<file path="config.mk">
export PLATFORM = sky130hd
export DESIGN_NAME = approx_add_err_monitor
export DESIGN_NICKNAME = d
export VERILOG_FILES = /design/src/rtl/approx_add_err_monitor.sv
export SDC_FILE = /design/constraint.sdc
export NUM_CORES = 1
export LEC_CHECK = 0
export ABC_CLOCK_PERIOD_IN_PS = 3500
export CAP_MARGIN = 20
export CORE_UTILIZATION = 40
export DETAILED_ROUTE_END_ITERATION = 8
export PLACE_DENSITY = 0.7
export RECOVER_POWER = 50
export SYNTH_ARGS = -nofsm -noshare
export SYNTH_HDL_FRONTEND = slang
export SYNTH_SLANG_ARGS = --single-unit
</file>
<file path="constraint.sdc">
create_clock -name clk -period 3.5 [get_ports clk]
set_input_delay 0.35 -clock clk [delete_from_list [all_inputs] [get_ports clk]]
set_output_delay 0.35 -clock clk [all_outputs]
set_load 0.005 [all_outputs]
</file>
<file path="src/rtl/approx_add_err_monitor.sv">
// Error-metric accumulator for 16-bit approximate adders: per window it collects
// sum of |error|, max |error| and erroneous-sample count. Optional macro ERR_WORST_CAPTURE_EN.
module approx_add_err_monitor #(
  parameter int WIDTH = 16,
  parameter int CNT_W = 16
) (
  input  logic                     clk,
  input  logic                     rst_n,
  input  logic                     start,
  input  logic [CNT_W-1:0]         len,
  input  logic                     in_valid,
  output logic                     in_ready,
  input  logic [WIDTH-1:0]         in_a,
  input  logic [WIDTH-1:0]         in_b,
  input  logic [WIDTH:0]           in_approx,
  output logic                     busy,
  output logic                     done,
  output logic [WIDTH+CNT_W:0]     err_sum,
  output logic [WIDTH:0]           err_max,
  output logic [CNT_W-1:0]         err_cnt
`ifdef ERR_WORST_CAPTURE_EN
  ,
  output logic [WIDTH-1:0]         worst_a,
  output logic [WIDTH-1:0]         worst_b
`endif
);

  localparam int DW    = WIDTH + 1;
  localparam int SUM_W = WIDTH + 1 + CNT_W;

  typedef enum logic [1:0] {S_IDLE, S_RUN, S_DRAIN, S_DONE} state_e;

  state_e             state_q, state_d;
  logic [CNT_W-1:0]   remaining_q;
  logic [DW-1:0]      diff_q;
  logic               diff_v_q;
  logic [SUM_W-1:0]   err_sum_q;
  logic [DW-1:0]      err_max_q;
  logic [CNT_W-1:0]   err_cnt_q;

  logic               accept;
  logic               start_go;
  logic [WIDTH+1:0]   diff_raw;
  logic [DW-1:0]      diff_mag;

  assign accept   = in_valid & in_ready;
  assign start_go = start & (state_q == S_IDLE);

  // Exact sum minus approximate result at WIDTH+2 bits; the top bit is the sign.
  assign diff_raw = ({2'b00, in_a} + {2'b00, in_b}) - {1'b0, in_approx};
  assign diff_mag = diff_raw[WIDTH+1] ? DW'(-diff_raw) : diff_raw[WIDTH:0];

  // NOTE: sequential state uses non-blocking assignments so every register samples pre-edge values.
  always_ff @(posedge clk or negedge rst_n) begin
    if (!rst_n) state_q <= S_IDLE;
    else        state_q <= state_d;
  end

  // NOTE: the default assignment first keeps this combinational block from inferring a latch.
  always_comb begin
    state_d = state_q;
    case (state_q)
      S_IDLE:  if (start) state_d = (len != '0) ? S_RUN : S_DONE;
      S_RUN:   if (accept && remaining_q == CNT_W'(1)) state_d = S_DRAIN;
      S_DRAIN: state_d = S_DONE;
      S_DONE:  state_d = S_IDLE;
      default: state_d = S_IDLE;
    endcase
  end

  always_comb begin
    in_ready = (state_q == S_RUN);
    busy     = (state_q != S_IDLE);
    done     = (state_q == S_DONE);
  end

  // Stage 1: register the absolute error of each accepted sample.
  always_ff @(posedge clk or negedge rst_n) begin
    if (!rst_n) begin
      remaining_q <= '0;
      diff_q      <= '0;
      diff_v_q    <= 1'b0;
    end else if (start_go) begin
      remaining_q <= len;
      diff_v_q    <= 1'b0;
    end else if (accept) begin
      remaining_q <= remaining_q - CNT_W'(1);
      diff_q      <= diff_mag;
      diff_v_q    <= 1'b1;
    end else begin
      diff_v_q    <= 1'b0;
    end
  end

  // Stage 2: fold the registered error into the window statistics.
  always_ff @(posedge clk or negedge rst_n) begin
    if (!rst_n) begin
      err_sum_q <= '0;
      err_max_q <= '0;
      err_cnt_q <= '0;
    end else if (start_go) begin
      err_sum_q <= '0;
      err_max_q <= '0;
      err_cnt_q <= '0;
    end else if (diff_v_q) begin
      err_sum_q <= err_sum_q + SUM_W'(diff_q);
      if (diff_q > err_max_q) err_max_q <= diff_q;
      if (diff_q != '0)       err_cnt_q <= err_cnt_q + CNT_W'(1);
    end
  end

  assign err_sum = err_sum_q;
  assign err_max = err_max_q;
  assign err_cnt = err_cnt_q;

`ifdef ERR_WORST_CAPTURE_EN
  logic [WIDTH-1:0] op_a_q, op_b_q;
  logic [WIDTH-1:0] worst_a_q, worst_b_q;

  // Strict greater-than keeps the first sample that reaches the maximum.
  always_ff @(posedge clk or negedge rst_n) begin
    if (!rst_n) begin
      op_a_q    <= '0;
      op_b_q    <= '0;
      worst_a_q <= '0;
      worst_b_q <= '0;
    end else begin
      if (accept) begin
        op_a_q <= in_a;
        op_b_q <= in_b;
      end
      if (start_go) begin
        worst_a_q <= '0;
        worst_b_q <= '0;
      end else if (diff_v_q && diff_q > err_max_q) begin
        worst_a_q <= op_a_q;
        worst_b_q <= op_b_q;
      end
    end
  end

  assign worst_a = worst_a_q;
  assign worst_b = worst_b_q;
`endif

endmodule

</file>
After elaboration in Yosys (flattened, before gate mapping) --
Index checks and enable logic that the tools add are counted. Widths: inputs -> output; s select.
Storage, ports and cells: register bits after elaboration 102, bits of input ports 69
Cells by class: add/subtract/negate cells 6, magnitude comparators 1, equality and inequality tests 6, mux-type cells 17, bitwise logic cells 3, reductions and logical operators 13
Operators with widths (number):
- $mux 16 | 5
- $mux 17 | 4
- $mux 33 | 2
- $add 33x17->33 | 1
- $sub 17x17->18 | 1
- $add 16x16->17 | 1
- $gt 17x17->1 | 1
- $neg 17->17 | 1
- $reduce_bool 17->1 | 1
- $add 16x1->16 const B | 1
- $eq 16x1->1 const B | 1
- $reduce_bool 16->1 | 1
- $sub 16x1->16 const B | 1
- $reduce_bool 2->1 | 5
- $pmux 2 s4 | 1
- $reduce_and 2->1 | 4
- $mux 2 | 3
- $eq 2x2->1 const B | 2
- $and 1x1->1 | 2
- $eq 2x1->1 const B | 1
- $logic_not 2->1 | 1
- $mux 1 | 2
- $ne 2x1->1 const B | 1
- $ne 2x2->1 const B | 1
- 2 further kinds | 2

Longest topological paths before layout --
depth after elaboration 5, mapped depth 15, depth with buffers taken out 15

Least setup slack after synthesis --
No wires, ideal clock.
kind input to register, start in in_a[7], end reg diff_q[15], arrival 3.367 ns, slack 0.008 ns, cell stages on the path 12, cells stage by stage inv_1 fa_1 inv_1 ha_1 a211o_1 o32ai_4 xor2_2 or3b_4 nor4_4 a21oi_2 xnor2_1 mux2_2
Between the ends: longest elaborated chain between the ends 4
Ends and longest elaborated chain:
- from (decl) | RTL line 13 | input logic [WIDTH-1:0] in_a,
- $add 16x16->17 (*) | RTL line 50 | assign diff_raw = ({2'b00, in_a} + {2'b00, in_b}) - {1'b0, in_approx};
- $sub 17x17->18 (*) | RTL line 50
- $neg 17->17 | RTL line 51 | assign diff_mag = diff_raw[WIDTH+1] ? DW'(-diff_raw) : diff_raw[WIDTH:0];
- $mux 17 (*) | RTL line 51
- to (signal assigned) | RTL line 88 | diff_q <= diff_mag;
- to (decl) | RTL line 35 | logic [DW-1:0] diff_q;
Mark *: on every way between the ends. The rest lies on a longest branch, timed or not. A chain may end at the register's enable or synchronous reset.

Worst setup path after layout --
start in in_approx[0], end reg diff_q[15]
Between the ends: longest elaborated chain between the ends 3
Ends and longest elaborated chain:
- from (decl) | RTL line 15 | input logic [WIDTH:0] in_approx,
- $sub 17x17->18 (*) | RTL line 50
- $neg 17->17 | RTL line 51
- $mux 17 (*) | RTL line 51
Marked as above.

==> reports/metrics.csv <==
stage,metric,value,unit
timing,fin_skew,0.00565,ns
cells_and_area,final_cells,1279,
route,drc,0,
synthesis,synthTopCellsByArea,"dfrtp_1 34%, ha_1 10%, inv_1 5.1%",
clocking,clkLatencyLatePin,0.34,ns
timing,worst_slew_pin_slew,1.81,ns
global_route,grt_pass1_vias,6361,
synthesis,synth.most_common_cell,inv_1,
synthesis,yosys_warnings,0,
flow_run,maxCapViolCount,1,
timing,hold_viol_final,0,
floorplan,die_h,139,um
route,routed_wl,17900,um
global_route,grt_max_degree,72,
cells_and_area,areaGrowthSynthToFinish,34.5,%
worst_setup_path,endpoint_kind,register,
status,run_status,"complete, but fails checks",
hold_path,min_path_type,in -> async,
route,first_iter_violations,189,
synthesis,synth.distinct_cells,59,
floorplan,die_area,19400,sq um
global_route,antenna_found_initial,0,
timing,period_share,0.964,
global_route,grt_use_total,0.185,
status,violations,"capacitance limit, slew limit",
placement,io_buffers,137,
route,wl_per_cell,14.0,um
route,ant_nets,0,
global_route,globalRouteOverflowTotal,0,
worst_setup_path,r2r-start,diff_q[0]$_DFFE_PN0P_,
clocking,cts_max_level,3,
power_and_ir_drop,p_leak,4.83,nW
timing,layout_min_cycle_time,3.37,ns
timing,setup_slack,0.127,ns
timing,setup_tns,0,ns
route,vias,6578,
cells_and_area,nets,1192,
clocking,cts_tree,done,
clocking,cts.path.max_buffers,2,
floorplan,num_rows,49,
synthesis,synth_nets,998,
route,vias_per_cell,5.14,
timing,relSlewSlack,-0.205,
placement,place_ws,-0.610,ns
worst_setup_path,crit_fanout,3,
worst_setup_path,startpoint_type,primary input,
synthesis,synth_async_sr_flop_share,1.00,
floorplan,core-area,18200,sq um
floorplan,die_x,139,um
timing,fmax,296,MHz
cells_and_area,utilization,0.557,
worst_setup_path,cp.arrival,3.60,ns
placement,gp_routability_congestion,0.830,
cells_and_area,antenna_cells,0,
clocking,cts.sinks,102,
clocking,cts_buffers,9,
cells_and_area,drive_gt1_frac,0.132,
timing,finalSetupViolCount,0,
placement,dp_hpwl,13500,um
clocking,clk_pin_slew,0.07,ns
clocking,cts_root_buf,clkbuf_16,
synthesis,netlist.area_leader.share,0.338,
synthesis,synth_ff_type,dfrtp_1,
power_and_ir_drop,vdd_drop_max,0.404,mV
global_route,grt_pass1_wl,29600,um
synthesis,synth_edf_count,0,
worst_setup_path,critPathKind,in -> reg,
synthesis,avgSynthCellArea,8.86,sq um
worst_setup_path,required,3.73,ns
route,first_pass_iters,4,
synthesis,ys_seq_area_frac,0.338,
synthesis,syn-cell-area,7540,sq um
worst_setup_path,cp-startpoint,in_approx[0],
placement,dp_cells,1259,
floorplan,io_pins,138,
synthesis,ys_ff_latch,102,
synthesis,syn_inst,851,
synthesis,synth_commonest_cells,"103 x inv_1, 102 x dfrtp_1, 83 x nor2_1, 66 x nand2_1, 61 x ha_1",
floorplan,start_util,0.414,
synthesis,synth_largest_area_cell,dfrtp_1,
timing,slew_violations,72,
power_and_ir_drop,powerDensity,683,nW/um^2
==> layout by cell type, fill, tap and decap left out, types with 8 or more instances in the layout <==
cell type          n
nand4_1           12
and3_1            12
mux2i_1           32
a31oi_1            8
nor2_1            83
dlygate4sd3_1     34
clkdlybuf4s50_1   83
fa_1              15
clkbuf_16          9
nor4_1            10
inv_1             87
dfrtp_1          102
nand3_1           21
o21ai_0           60
o21a_1            11
nor3_1            15
xor2_1            40
buf_4             65
dlymetal6s2s_1    14
nand2_1           66
xnor2_1           38
a21oi_1           30
or3_1              8
a21o_1            16
ha_1              53
inv_2             16
==> worst max-delay path, cell delays in order <==
cell	delay, ns
clkdlybuf4s50_1	0.41
ha_1	0.28
inv_1	0.06
ha_2	0.17
inv_2	0.04
fa_2	0.36
nor2b_4	0.14
buf_6	0.10
o2111a_2	0.25
nor3_2	0.06
xnor2_1	0.14
or3b_4	0.43
nor4_4	0.34
a21oi_2	0.09
xnor2_1	0.13
mux2_4	0.26
==> logic make-up after synthesis <==
family / after synthesis / share of synthesized area
AND/OR/NAND/NOR: 267 / 0.175
flip-flops: 102 / 0.338
adder cells (fa/ha/maj): 78 / 0.146
AO/OA/AOI/OAI: 164 / 0.138
multiplexers: 34 / 0.0454
XOR/XNOR: 79 / 0.0927
buffers and inverters: 127 / 0.0639
==> per-layer routing <==
layer	up-vias	share of wire	wire length [um]	GRT usage
li1	3305	-	-	-
met1	3097	0.45	8120	0.239
met2	150	0.48	8490	0.317
met3	26	0.051	907	0.0279
met4	0	0.019	342	0.0573
met5	-	0	0	0
==> sequential cells by signal, summed over array words and instances, names as in the netlist <==
| signal | count |
|---|---|
| err_cnt | 16 |
| remaining_q | 16 |
| diff_v_q | 1 |
| state_q | 2 |
| err_sum | 33 |
| err_max | 17 |
| diff_q | 17 |
==> worst paths after layout <==
path                                            to  slack, ns  cells after the start
min in group clk            err_max[2]$_DFFE_PN0P_       0.55                      2
hold / removal             err_sum[27]$_DFFE_PN0P_       0.46                      1
max in group asynchronous    diff_q[2]$_DFFE_PN0P_       1.44                      2
setup / recovery            diff_q[15]$_DFFE_PN0P_       0.13                     16
setup reg to reg           err_sum[32]$_DFFE_PN0P_       0.30                     12
hold reg to reg             err_max[2]$_DFFE_PN0P_       0.55                      2
==> metrics by stage <==
stage | hold WS (ns) | cell area [sq um] | total power [W]
floorplan | 0.0544 | 7540 | 0.00437
global placement | 0.528 | 9600 | 0.00578
detailed placement | 0.544 | 9600 | 0.00588
CTS | 0.179 | 9980 | 0.00695
global route | 0.584 | 10100 | 0.00751
finish | 0.463 | 10100 | 0.00693
==> report_power, final <==
group | switching, W | internal (W)
clock network | 0.000438 | 0.000557
registers | 0.000421 | 0.00158
logic | 0.00197 | 0.00196
==> layout make-up <==
class / count / area (sq um)
Fill cell: 1634 / 8060
Multi-Input combinational cell: 622 / 4700
Sequential cell: 102 / 2550
Timing Repair Buffer: 207 / 1920
Inverter: 103 / 387
Tap cell: 229 / 287
Clock buffer: 11 / 233
Clock inverter: 5 / 60.1
==> what timing repair did <==
| item | in CTS | in global routing |
|---|---|---|
| pin swaps | 15 | 33 |
| buffers inserted | 2 | 2 |
| setup endpoints to repair | 16 | 16 |
| hold buffers | 0 | 0 |
| gates resized for setup | 22 | 47 |
No activity file was read; power rests on OpenSTA's default activity.
